`config.mk`:
```
export PLATFORM = sky130hd
export DESIGN_NAME = sub_seq_ctrl_flat
export DESIGN_NICKNAME = d
export VERILOG_FILES = /design/src/rtl/sub_seq_if.sv /design/src/rtl/sub_seq_ctrl.sv /design/src/flat_wrapper.sv
export SDC_FILE = /design/constraint.sdc
export NUM_CORES = 1
export LEC_CHECK = 0
export CELL_PAD_IN_SITES_DETAIL_PLACEMENT = 0
export CELL_PAD_IN_SITES_GLOBAL_PLACEMENT = 1
export CORE_MARGIN = 5
export CORE_UTILIZATION = 45
export CTS_BUF_LIST = sky130_fd_sc_hd__clkbuf_4
export DETAILED_ROUTE_END_ITERATION = 16
export GPL_TIMING_DRIVEN = 0
export PLACE_DENSITY_LB_ADDON = 0.1
export SETUP_SLACK_MARGIN = 0.02
export SYNTH_ARGS = -nofsm -noshare
export SYNTH_HDL_FRONTEND = slang
export SYNTH_SLANG_ARGS = --single-unit
export TNS_END_PERCENT = 10
```
`constraint.sdc`:
```
create_clock -name clk -period 8.2 [get_ports clk]
set_clock_uncertainty 0.05 [all_clocks]
set_input_delay 1.23 -clock clk [delete_from_list [all_inputs] [get_ports clk]]
set_output_delay 1.23 -clock clk [all_outputs]
set_load 0.01 [all_outputs]
```
`src/rtl/sub_seq_if.sv`:
```
`default_nettype none
// ============================================================================
// Module   : sub_seq_if
// Purpose  : Request/result bundle between a requester and sub_seq_ctrl.
//            The requester (master) issues start with operands A, B and Bin.
//            The sequencer (slave) reports busy, a one-cycle done pulse and
//            the registered result Diff, Bout and zero.
// Ports    : start, A[WIDTH], B[WIDTH], Bin   requester -> sequencer
//            busy, done, Diff[WIDTH], Bout, zero  sequencer -> requester
// Revision : 1.0  initial release
// ============================================================================
interface sub_seq_if #(
  parameter int NIBBLES = 4
);
  localparam int C_WIDTH = 4 * NIBBLES;

  logic               start;
  logic [C_WIDTH-1:0] A;
  logic [C_WIDTH-1:0] B;
  logic               Bin;
  logic               busy;
  logic               done;
  logic [C_WIDTH-1:0] Diff;
  logic               Bout;
  logic               zero;

  modport master (
    output start, A, B, Bin,
    input  busy, done, Diff, Bout, zero
  );

  modport slave (
    input  start, A, B, Bin,
    output busy, done, Diff, Bout, zero
  );
endinterface
`default_nettype wire

```
`src/rtl/sub_seq_ctrl.sv`:
```
`default_nettype none
// ============================================================================
// Module   : sub_seq_ctrl
// Purpose  : WIDTH-bit unsigned subtract (A - B - Bin) computed one nibble per
//            clock through a single shared 4-bit subtract stage, least
//            significant nibble first, borrow carried between cycles in brw.
// Ports    : clk   clock, rising edge
//            rst   asynchronous active-high reset
//            bus   sub_seq_if slave: start/A/B/Bin in, busy/done/Diff/Bout/
//                  zero out (all outputs come from flops)
// Revision : 1.0  initial release
// ============================================================================
module sub_seq_ctrl #(
  parameter int NIBBLES = 4
) (
  input  logic     clk,
  input  logic     rst,
  sub_seq_if.slave bus
);

  localparam int C_WIDTH = 4 * NIBBLES;
  localparam int C_IDXW  = (NIBBLES > 1) ? $clog2(NIBBLES) : 1;
  localparam logic [C_IDXW-1:0] C_LAST = C_IDXW'(NIBBLES - 1);

  typedef enum logic [1:0] {
    S_IDLE = 2'd0,
    S_RUN  = 2'd1,
    S_DONE = 2'd2
  } state_t;

  state_t             r_state;
  state_t             w_state_nxt;
  logic [C_WIDTH-1:0] r_a;
  logic [C_WIDTH-1:0] r_b;
  logic               r_brw;
  logic [C_IDXW-1:0]  r_idx;
  logic [C_WIDTH-1:0] r_diff;
  logic               r_bout;
  logic               r_zero;

  logic [3:0]         w_an;
  logic [3:0]         w_bn;
  logic [4:0]         w_sub;
  logic [3:0]         w_dn;
  logic               w_bo;
  logic [C_WIDTH-1:0] w_diff_nxt;
  logic               w_last;
  logic               w_busy;
  logic               w_done;

  assign w_last = (r_idx == C_LAST);

  // Shared 4-bit subtract stage. The nibble select and the nibble write-back
  // are written as loops over constant slices so the muxes stay explicit.
  // A 5-bit difference of two nibbles and a borrow lies in -16..15, so its
  // top bit is exactly the stage borrow-out.
  always_comb begin
    w_an       = '0;
    w_bn       = '0;
    w_diff_nxt = r_diff;
    for (int k = 0; k < NIBBLES; k++) begin
      if (r_idx == C_IDXW'(k)) begin
        w_an = r_a[4*k +: 4];
        w_bn = r_b[4*k +: 4];
      end
    end
    w_sub = {1'b0, w_an} - {1'b0, w_bn} - {4'b0000, r_brw};
    w_dn  = w_sub[3:0];
    w_bo  = w_sub[4];
    for (int k = 0; k < NIBBLES; k++) begin
      if (r_idx == C_IDXW'(k)) begin
        w_diff_nxt[4*k +: 4] = w_dn;
      end
    end
  end

  // State register
  always_ff @(posedge clk or posedge rst) begin
    if (rst) begin
      r_state <= S_IDLE;
    end else begin
      r_state <= w_state_nxt;
    end
  end

  // Next state and status decode
  always_comb begin
    w_state_nxt = r_state;
    w_busy      = 1'b0;
    w_done      = 1'b0;
    case (r_state)
      S_IDLE: begin
        if (bus.start) begin
          w_state_nxt = S_RUN;
        end
      end
      S_RUN: begin
        w_busy = 1'b1;
        if (w_last) begin
          w_state_nxt = S_DONE;
        end
      end
      S_DONE: begin
        w_busy      = 1'b1;
        w_done      = 1'b1;
        w_state_nxt = S_IDLE;
      end
      default: begin
        w_state_nxt = S_IDLE;
      end
    endcase
  end

  // Operand capture and nibble-serial datapath. Diff is left untouched on
  // accept so the previous result stays readable until the first nibble of
  // the new operation lands.
  always_ff @(posedge clk or posedge rst) begin
    if (rst) begin
      r_a    <= '0;
      r_b    <= '0;
      r_brw  <= 1'b0;
      r_idx  <= '0;
      r_diff <= '0;
      r_bout <= 1'b0;
      r_zero <= 1'b0;
    end else begin
      case (r_state)
        S_IDLE: begin
          if (bus.start) begin
            r_a   <= bus.A;
            r_b   <= bus.B;
            r_brw <= bus.Bin;
            r_idx <= '0;
          end
        end
        S_RUN: begin
          r_diff <= w_diff_nxt;
          r_brw  <= w_bo;
          if (w_last) begin
            r_bout <= w_bo;
            // zero must see the nibble being written on this same edge
            r_zero <= (w_diff_nxt == '0);
          end else begin
            r_idx <= r_idx + C_IDXW'(1);
          end
        end
        default: begin
        end
      endcase
    end
  end

  assign bus.busy = w_busy;
  assign bus.done = w_done;
  assign bus.Diff = r_diff;
  assign bus.Bout = r_bout;
  assign bus.zero = r_zero;

endmodule
`default_nettype wire

```
`src/flat_wrapper.sv`:
```
// flat-port wrapper written by rule: the top's interface ports become plain ports
module sub_seq_ctrl_flat 
#(
  parameter int NIBBLES = 4
)
  (clk, rst, bus_start, bus_A, bus_B, bus_Bin, bus_busy, bus_done, bus_Diff, bus_Bout, bus_zero);
  sub_seq_if #(.NIBBLES(NIBBLES)) bus_i ();
  input  logic clk;
  input  logic rst;
  input wire logic [$bits(bus_i.start)-1:0] bus_start;
  input wire logic [$bits(bus_i.A)-1:0] bus_A;
  input wire logic [$bits(bus_i.B)-1:0] bus_B;
  input wire logic [$bits(bus_i.Bin)-1:0] bus_Bin;
  output wire logic [$bits(bus_i.busy)-1:0] bus_busy;
  output wire logic [$bits(bus_i.done)-1:0] bus_done;
  output wire logic [$bits(bus_i.Diff)-1:0] bus_Diff;
  output wire logic [$bits(bus_i.Bout)-1:0] bus_Bout;
  output wire logic [$bits(bus_i.zero)-1:0] bus_zero;
  assign bus_i.start = bus_start;
  assign bus_i.A = bus_A;
  assign bus_i.B = bus_B;
  assign bus_i.Bin = bus_Bin;
  assign bus_busy = bus_i.busy;
  assign bus_done = bus_i.done;
  assign bus_Diff = bus_i.Diff;
  assign bus_Bout = bus_i.Bout;
  assign bus_zero = bus_i.zero;
  sub_seq_ctrl #(.NIBBLES(NIBBLES)) u_core (.clk(clk), .rst(rst), .bus(bus_i));
endmodule
```
== After elaboration in Yosys (flattened, before gate mapping) ==
Index checks and enable logic that the tools add are counted.

* Flip-flop bits (word level): 55
* Bits in latches: 0
* Memory bits (writable): 0
* Memory bits (read-only): 0
* Memories kept: 0

* $add $sub $neg: 3
* Multipliers: 0
* Divide/modulo/power cells: 0
* Order comparisons: 0
* Equality and inequality tests: 8
* Shifts and indexed selects: 0
* Mux-type cells: 22
* Bitwise gates (word level): 0
* Reduce and logical (&&, ||, !) cells: 10

{| class="wikitable"
|+ Operators with widths
! operator !! count
|-
| 2-to-1 mux 4 bit || 12
|-
| zero test 16 bit || 1
|-
| 2-to-1 mux 2 bit || 4
|-
| one-hot mux 2 bit (2 select lines) || 2
|-
| AND reduction 2 bit || 4
|-
| == test 2 bit (second input constant) || 3
|-
| subtractor 4 x 4 -> 5 bit || 1
|-
| subtractor 5 x 1 -> 5 bit || 1
|-
| == test 2 x 1 -> 1 bit (second input constant) || 2
|-
| zero test 2 bit || 2
|-
| != test 2 bit (second input constant) || 2
|-
| 2-to-1 mux 1 bit || 3
|-
| AND reduction 3 bit || 1
|-
| adder 2 x 1 -> 2 bit (second input constant) || 1
|-
| != test 2 x 1 -> 1 bit (second input constant) || 1
|-
| one-hot mux 1 bit (2 select lines) || 1
|-
| nonzero test 2 bit || 1
|-
| OR reduction 2 bit || 1
|}

== Longest topological paths before layout ==
Gate-level depths: netlist of the first run.

* Depth after elaboration: 9
* Depth in mapped cells: 16
* Depth with buffers taken out: 15

== Worst setup path after synthesis of the first run ==
OpenSTA, ideal clock, no wires.

* Kind: register to register
* Start: register u_core.r_idx[0]
* End: register u_core.r_zero, in the netlist u_core.bus.zero
* Data arrival time: 3.271 ns
* Setup slack: 4.812 ns
* Stages on the path, launching flop included: 13
* Buffers on the path: 3
* Cells stage by stage: dfrtp_1 > ha_1 > buf_2 > buf_1 > buf_1 > o21ai_0 > fa_1 > fa_1 > xor2_2 > nand2_1 > a221o_1 > nor3_1 > a32o_1

* Cells in the longest elaborated chain, start to end: 9
* Elaborated cells between the ends (all ways): 20

{| class="wikitable"
|+ RTL lines
! what !! RTL line !! text
|-
| start, declared || sub_seq_ctrl.sv:36 || <nowiki>logic [C_IDXW-1:0] r_idx;</nowiki>
|-
| start signal, assigned || sub_seq_ctrl.sv:144 || <nowiki>r_idx <= r_idx + C_IDXW'(1);</nowiki>
|-
| zero test 2 bit || sub_seq_ctrl.sv:62, sub_seq_ctrl.sv:71 ||
|-
| 2-to-1 mux 4 bit (4 in a row) || sub_seq_ctrl.sv:62 || <nowiki>if (r_idx == C_IDXW'(k)) begin</nowiki>
|-
| subtractor 4 x 4 -> 5 bit || sub_seq_ctrl.sv:67 || <nowiki>w_sub = {1'b0, w_an} - {1'b0, w_bn} - {4'b0000, r_brw};</nowiki>
|-
| subtractor 5 x 1 -> 5 bit || sub_seq_ctrl.sv:67 ||
|-
| 2-to-1 mux 4 bit || sub_seq_ctrl.sv:71 || <nowiki>if (r_idx == C_IDXW'(k)) begin</nowiki>
|-
| zero test 16 bit || sub_seq_ctrl.sv:142 || <nowiki>r_zero <= (w_diff_nxt == '0);</nowiki>
|-
| end signal, assigned || sub_seq_ctrl.sv:142 ||
|-
| end, declared || sub_seq_ctrl.sv:39 || <nowiki>logic r_zero;</nowiki>
|}

Parallel ways exist; a longest one is shown, timed or not.
A chain may end at the register's enable or synchronous reset.

== Worst setup path after layout of the first run ==
* Start: register u_core.r_idx[1]
* End: register u_core.r_zero, in the netlist u_core.bus.zero

Same word-level chain as after synthesis.

==> run_results.csv, run 1 <==
group,metric,value,unit
outcome,status,"finished, final reports clean",
power_and_ir_drop,powerDensity,457.9,mW/mm^2
job,cap_violations,0,
routing,wl_met3,294,um
cts,postCtsSetupBuffers,0,
routing,num_vias,2006,
cts,cts_hold_buf,0,
synth,syn_avg_cell_area,11.01,um^2
critical_path,arrival,4390,ps
finish,diodes,0,
critical_path,ff2ff_path_depth,12,
sta,tns,0,ps
finish,seqCellArea,0.001376,mm^2
grt,grt_util_all_layers,16.81,%
power_and_ir_drop,totalPowerFinal,1.586,mW
die,pin_count,56,
place,port-buffer-count,55,
synth,syn_inst,249,
grt,overflow,0,
finish,multiInputGateArea,0.001267,mm^2
die,core,0.005921,mm^2
critical_path,cp-start-kind,"register",
grt,first_global_vias,2111,
die,die_area,0.007756,mm^2
synth,synth_fp_nets,298,
grt,grt_start_max_net_pins,32,
cts,clock_sinks,55,
die,die_width,88.07,um
finish,fin_nets,361,
cts,cts_resized,0,
power_and_ir_drop,peakVddDrop,197.1,uV
critical_path,slowest_delay,480,ps
cts,path_clk_slew,160,ps
worst_hold_path,hold_path_depth,2,
critical_path,end_kind,"register",
worst_hold_path,hp-class,"register to register",
cts,clockBufferDepth,2,
worst_hold_path,min_to,"u_core.bus.Diff[14]",
sta,slew_viol_final,0,
synth,ys_seq_area_share,50.18,%
die,fp-row-count,28,
sta,fin_ws,4087,ps
cts,numCtsBuffers,5,
worst_hold_path,min_from,"u_core.bus.Diff[14]",
cts,cts_tree,"done",
routing,wl_met1,2568,um
synth,yosys_warnings,0,
critical_path,cp.buffers_inverters,3,
finish,drive_gt1_share,17.25,%
sta,finalCritPeriodShare,50.16,%
sta,rsz0062_at_grt,"false",
critical_path,critPathSlowestCell,"dfrtp_1",
place,place_worst_setup_slack,4063,ps
sta,setup_violations,0,
routing,viasPerCell,5.170,
power_and_ir_drop,leakagePower,1.496,nW
synth,synth_cell_types,38,
routing,firstDrtPassIters,4,
die,die_y,88.07,um
critical_path,r2r_start,"u_core.r_idx[1]",
finish,syn_to_final_growth,26.28,%
critical_path,worstSetupPathType,"register to register",
critical_path,reg2reg_to,"u_core.bus.zero",
synth,syn_area,0.002743,mm^2
sta,final-hold-violation-count,0,
routing,routed_wl,5815,um
critical_path,required,8480,ps
synth,ys_ff_latch,55,
routing,drc,0,
sta,timing.final.crit_period,4113,ps
synth,synthDominantCellAreaShare,50.18,%
routing,wl_per_cell,14.99,um
cts,clk_latency,380,ps
routing,top_layer_used,"met4",
grt,antenna_found_initial,0,
critical_path,crit_fanout,10,
sta,worst_pin_slew,584.5,ps
cts,cts_max_level,2,
sta,slew_headroom,61.03,%
grt,grt_pass1_wl,10070,um
routing,drt-initial-drc-count,48,
synth,synthTopCellsByArea,"dfrtp_1 (50%), mux2_2 (15%), ha_1 (5.0%), nand2_1 (3.8%), a21oi_1 (3.6%)",
place,gp_congestion,0.7886,
critical_path,crit_chain,"ha_1, buf_2, buf_1, buf_1, o21ai_0, fa_1, fa_1, xor2_2, nand2_1, a221o_1, nor3_1, a32o_1",
critical_path,reg2reg_slack,4090,ps
routing,antenna_left,0,
critical_path,crit_family,"adder cells",
cts,cts-root-buf,"clkbuf_4",
sta,fmax,243.1,MHz
synth,synth_area_leader_cell,"dfrtp_1",
place,place.detailed.hpwl,4470,um
finish,n_fill_cell,526,
die,start_util,46.32,%
routing,dr_wl_met2,2888,um
## sequential cells by signal, indices dropped and copies added, names as in the netlist
name,count
u_core.r_b,16
u_core.r_a,16
u_core.r_brw,1
u_core.r_idx,2
u_core.r_state,2
u_core.bus.Bout,1
u_core.bus.zero,1
u_core.bus.Diff,16
## kinds of logic (layout without fill, tap and decap cells)
group / count (synthesis) / in the layout / share of synthesized area [%]
xor gates and xnor gates: 2 / 2 / 0.9126
adders and majority gates: 13 / 13 / 6.478
muxes: 37 / 37 / 15.15
buffers and inverters: 24 / 88 / 3.604
and+or+nand+nor: 59 / 59 / 10.58
DFF: 55 / 55 / 50.18
AOI/OAI and AO/OA: 59 / 59 / 13.09
## synth_stat cells
cell type,number
o311ai_0,1
nor4_1,1
nor3_1,4
a21oi_1,20
o2111ai_1,1
o21ai_1,1
buf_4,1
mux2i_1,1
fa_1,2
o22ai_1,3
o31a_1,1
nand3b_1,4
a22o_1,2
or4_1,1
buf_1,3
nand4bb_1,1
inv_1,13
a22oi_1,3
buf_2,4
xnor2_1,1
nand2_1,28
a221o_1,1
nor2b_1,4
a21o_1,2
a311oi_2,1
dfrtp_1,55
mux2_2,36
nor2_1,12
xor2_2,1
a32o_1,1
or2b_1,1
a221oi_1,1
clkbuf_1,3
nand3b_4,1
o21ai_0,17
ha_1,11
a31oi_1,4
nand2b_1,2
## worst reg2reg max path, stage by stage (launching register included)
cell and delay (ps):
dfrtp_1 480, ha_1 190, buf_2 210, buf_1 440
buf_1 410, o21ai_0 220, fa_1 470, fa_1 460
xor2_2 310, nand2_1 130, a221o_1 300, nor3_1 210
a32o_1 180
## routing by layer
metal  track usage [%]  vias to the layer above
li1                  -                     1003
met1             21.87                      956
met2             28.90                       41
met3             2.540                        6
met4             5.357                        0
met5                 0                        -
## where the power goes
group | leakage [nW] | switching (mW) | internal, mW
logic | 0.799 | 0.521 | 0.455
registers | 0.661 | 0.0825 | 0.406
clock network | 0.0354 | 0.0870 | 0.0338
## layout by cell type (no fill, tap or decap), types with 3 or more instances in the layout
cell             Yosys  layout
nand2_1             28      28
buf_2                4       4
dfrtp_1             55      55
nor3_1               4       4
o22ai_1              3       3
nor2_1              12      12
o21ai_0             17      17
nand3b_1             4       4
a22oi_1              3       3
clkbuf_1             3       3
a31oi_1              4       4
mux2_2              36      36
clkdlybuf4s50_1      0      55
a21oi_1             20      20
ha_1                11      11
inv_1               13      12
clkbuf_4             0       5
nor2b_1              4       4
buf_1                3       3
## stage by stage
stage | cells | utilization, % | hold WS (ps) | instance area [um^2]
final | 388 | 58.50 | 447.6 | 3463
after CTS | 388 | 58.50 | 453.2 | 3463
after global routing | 388 | 58.50 | 493.5 | 3463
after global placement | 379 | 57.21 | 417.0 | 3387
after floorplan | 249 | - | 429.3 | 2743
after detailed placement | 380 | 57.54 | 420.0 | 3407
## cell type report
| cell class | count | share of cell area, % |
|---|---|---|
| Inverter | 13 | 1.409 |
| Clock buffer | 5 | 1.084 |
| Timing Repair Buffer | 56 | 16.47 |
| Clock inverter | 3 | 0.5419 |
| Buffer | 11 | 1.445 |
| Multi-Input combinational cell | 170 | 36.60 |
| Sequential cell | 55 | 39.74 |
| Tap cell | 75 | 2.710 |
## worst max path at each step
stage	start	end	slack, ps	cells past startpoint
final	u_core.r_idx[1]	u_core.bus.zero	4090	12
after CTS	u_core.r_idx[1]	u_core.bus.zero	4020	12
after global placement	u_core.r_idx[0]	u_core.bus.zero	4100	12
after floorplan	u_core.r_idx[0]	u_core.bus.zero	4810	12
after global routing	u_core.r_idx[1]	u_core.bus.zero	3720	12
after detailed placement	u_core.r_idx[1]	u_core.bus.zero	4060	12
No activity file was read; power rests on OpenSTA's default activity.
==> run 2: changes to the inputs <==
CORE_UTILIZATION = 41   (was 45)
clock period = 3.8 ns   (was 8.2 ns; I/O delays follow)
==> run 2 against run 1 <==
  * Final area increased by 2.1%
  * Register-to-register slack got worse by 3800 ps
  * Critical path depth unchanged
  * Die area increased by 8.6%
  * Sequential share of layout area decreased by 0.74 points
  * First-iteration DRC count decreased by 15%
==> run_results.csv, run 2 (same netlist as run 1, synthesis figures left out) <==
group,metric,value,unit
outcome,status,"finished, final reports clean",
routing,drc,0,
routing,wl_per_cell,15.04,um
routing,routed_wl,5864,um
sta,slew_headroom,60.02,%
grt,overflow,0,
routing,viasPerCell,5.059,
die,die_y,91.79,um
cts,path_clk_slew,160,ps
critical_path,arrival,3760,ps
critical_path,cp-start-kind,"register",
sta,worst_pin_slew,598.8,ps
grt,grt_start_max_net_pins,29,
cts,clk_latency,360,ps
sta,setup_violations,0,
sta,finalCritPeriodShare,91.67,%
place,gp_congestion,0.7773,
worst_hold_path,hold_path_depth,2,
routing,antenna_left,0,
grt,grt_pass1_wl,9880,um
power_and_ir_drop,leakagePower,1.520,nW
sta,final-hold-violation-count,0,
finish,layout_commonest_cell,"clkdlybuf4s50_1",
grt,first_global_vias,1988,
critical_path,end_kind,"register",
die,start_util,42.70,%
job,cap_violations,0,
critical_path,crit_fanout,10,
cts,cts_max_level,2,
die,core,0.006422,mm^2
cts,clockBufferDepth,2,
cts,clock_sinks,55,
critical_path,required,4070,ps
die,die_area,0.008425,mm^2
power_and_ir_drop,totalPowerFinal,3.676,mW
worst_hold_path,min_from,"u_core.bus.Diff[13]",
cts,cts_tree,"done",
die,pin_count,56,
worst_hold_path,hp-class,"register to register",
sta,slew_viol_final,0,
power_and_ir_drop,powerDensity,1040,mW/mm^2
cts,cts-root-buf,"clkbuf_4",
place,port-buffer-count,55,
finish,fin_nets,362,
sta,timing.final.crit_period,3484,ps
critical_path,r2r_start,"u_core.r_idx[0]",
sta,hold_ws,446.8,ps
grt,antenna_found_initial,0,
finish,diodes,0,
die,die_width,91.79,um
routing,firstDrtPassIters,4,
place,place.detailed.hpwl,4468,um
grt,grt_util_all_layers,14.33,%
critical_path,reg2reg_to,"u_core.bus.zero",
routing,num_vias,1973,
critical_path,worstSetupPathType,"register to register",
cts,cts_hold_buf,0,
cts,numCtsBuffers,5,
finish,drive_gt1_share,19.81,%
finish,final_cell_mix,"clkdlybuf4s50_1 (55), dfrtp_1 (53), mux2_2 (36)",
routing,drt-initial-drc-count,41,
power_and_ir_drop,peakVddDrop,462.7,uV
finish,syn_to_final_growth,28.92,%
sta,fmax,287.1,MHz
critical_path,ff2ff_path_depth,12,
die,fp-row-count,29,
worst_hold_path,min_to,"u_core.bus.Diff[13]",
sta,rsz0062_at_grt,"false",
critical_path,reg2reg_slack,320,ps
run 2: cell count changes in the layout (fill, tap and decap cells not counted), moves of 2 or more:
| cell | previous run | this run |
|---|---|---|
| buf_1 | 3 | 1 |
| buf_4 | 1 | 3 |
| clkbuf_1 | 3 | 1 |
| clkbuf_4 | 5 | 9 |
| clkinv_2 | 2 | 0 |
| dfrtp_1 | 55 | 53 |
| dfrtp_2 | 0 | 2 |
run 2: timing repair:
| item | 4_1_cts | 5_1_grt |
|---|---|---|
| endpoints found under the setup margin | 1 | 1 |
| setup buffers | 0 | 2 |
| pin swaps | 0 | 1 |
| gates resized for setup | 4 | 9 |
run 2: power by group:
part	switching (mW)	internal, mW	leakage (nW)
logic	1.17	1.13	0.820
clock network	0.176	0.143	0.0417
registers	0.180	0.879	0.659
total	1.53	2.15	1.52
run 2: cell type report:
class | instances | area (um^2)
Multi-Input combinational cell | 170 | 1294
Sequential cell | 55 | 1379
Fill cell | 623 | 2887
Clock buffer | 6 | 45.04
Inverter | 13 | 48.80
Timing Repair Buffer | 58 | 585.6
Clock inverter | 1 | 30.03
Tap cell | 77 | 96.34
Buffer | 10 | 57.56
run 2: how the worst max path moves through the flow:
stage,start,end,cells after the start
6_report,u_core.r_idx[0],u_core.bus.zero,12
5_1_grt,u_core.r_idx[0],u_core.bus.zero,14
4_1_cts,u_core.r_idx[1],u_core.bus.zero,12
3_5_place_dp,u_core.r_idx[0],u_core.bus.zero,12
3_3_place_gp,u_core.r_idx[1],u_core.bus.zero,12
2_1_floorplan,u_core.r_idx[0],u_core.bus.zero,12
run 2: critical path, cell delays in order, from the launching register on:
cell       delay, ps
dfrtp_2          490
ha_1             220
buf_2            180
clkbuf_4         210
clkbuf_4         200
nand2_1           70
o21ai_0          130
fa_1             460
fa_2             630
o2111ai_1        140
a221o_1          280
nor3_1           200
a32o_1           180
run 2: per-stage QoR:
step / setup TNS (ps) / instances / util, % / worst slack [ps] / instance area (um^2)
after CTS: 0 / 388 / 54.30 / 45.96 / 3487
final: 0 / 390 / 55.06 / 316.4 / 3536
after detailed placement: -299.1 / 382 / 53.09 / -299.1 / 3410
after floorplan: 0 / 249 / - / 411.7 / 2743
after global routing: 0 / 390 / 55.06 / 73.95 / 3536
after global placement: -295.8 / 381 / 52.78 / -295.8 / 3390
run 2: layer usage:
metal / vias up / routed length, um / track usage (%)
li1: 1005 / - / -
met2: 42 / 2757 / 24.10
met3: 6 / 297 / 3.110
met4: 0 / 54 / 3.465
met5: - / 0 / 0
met1: 920 / 2754 / 18.90
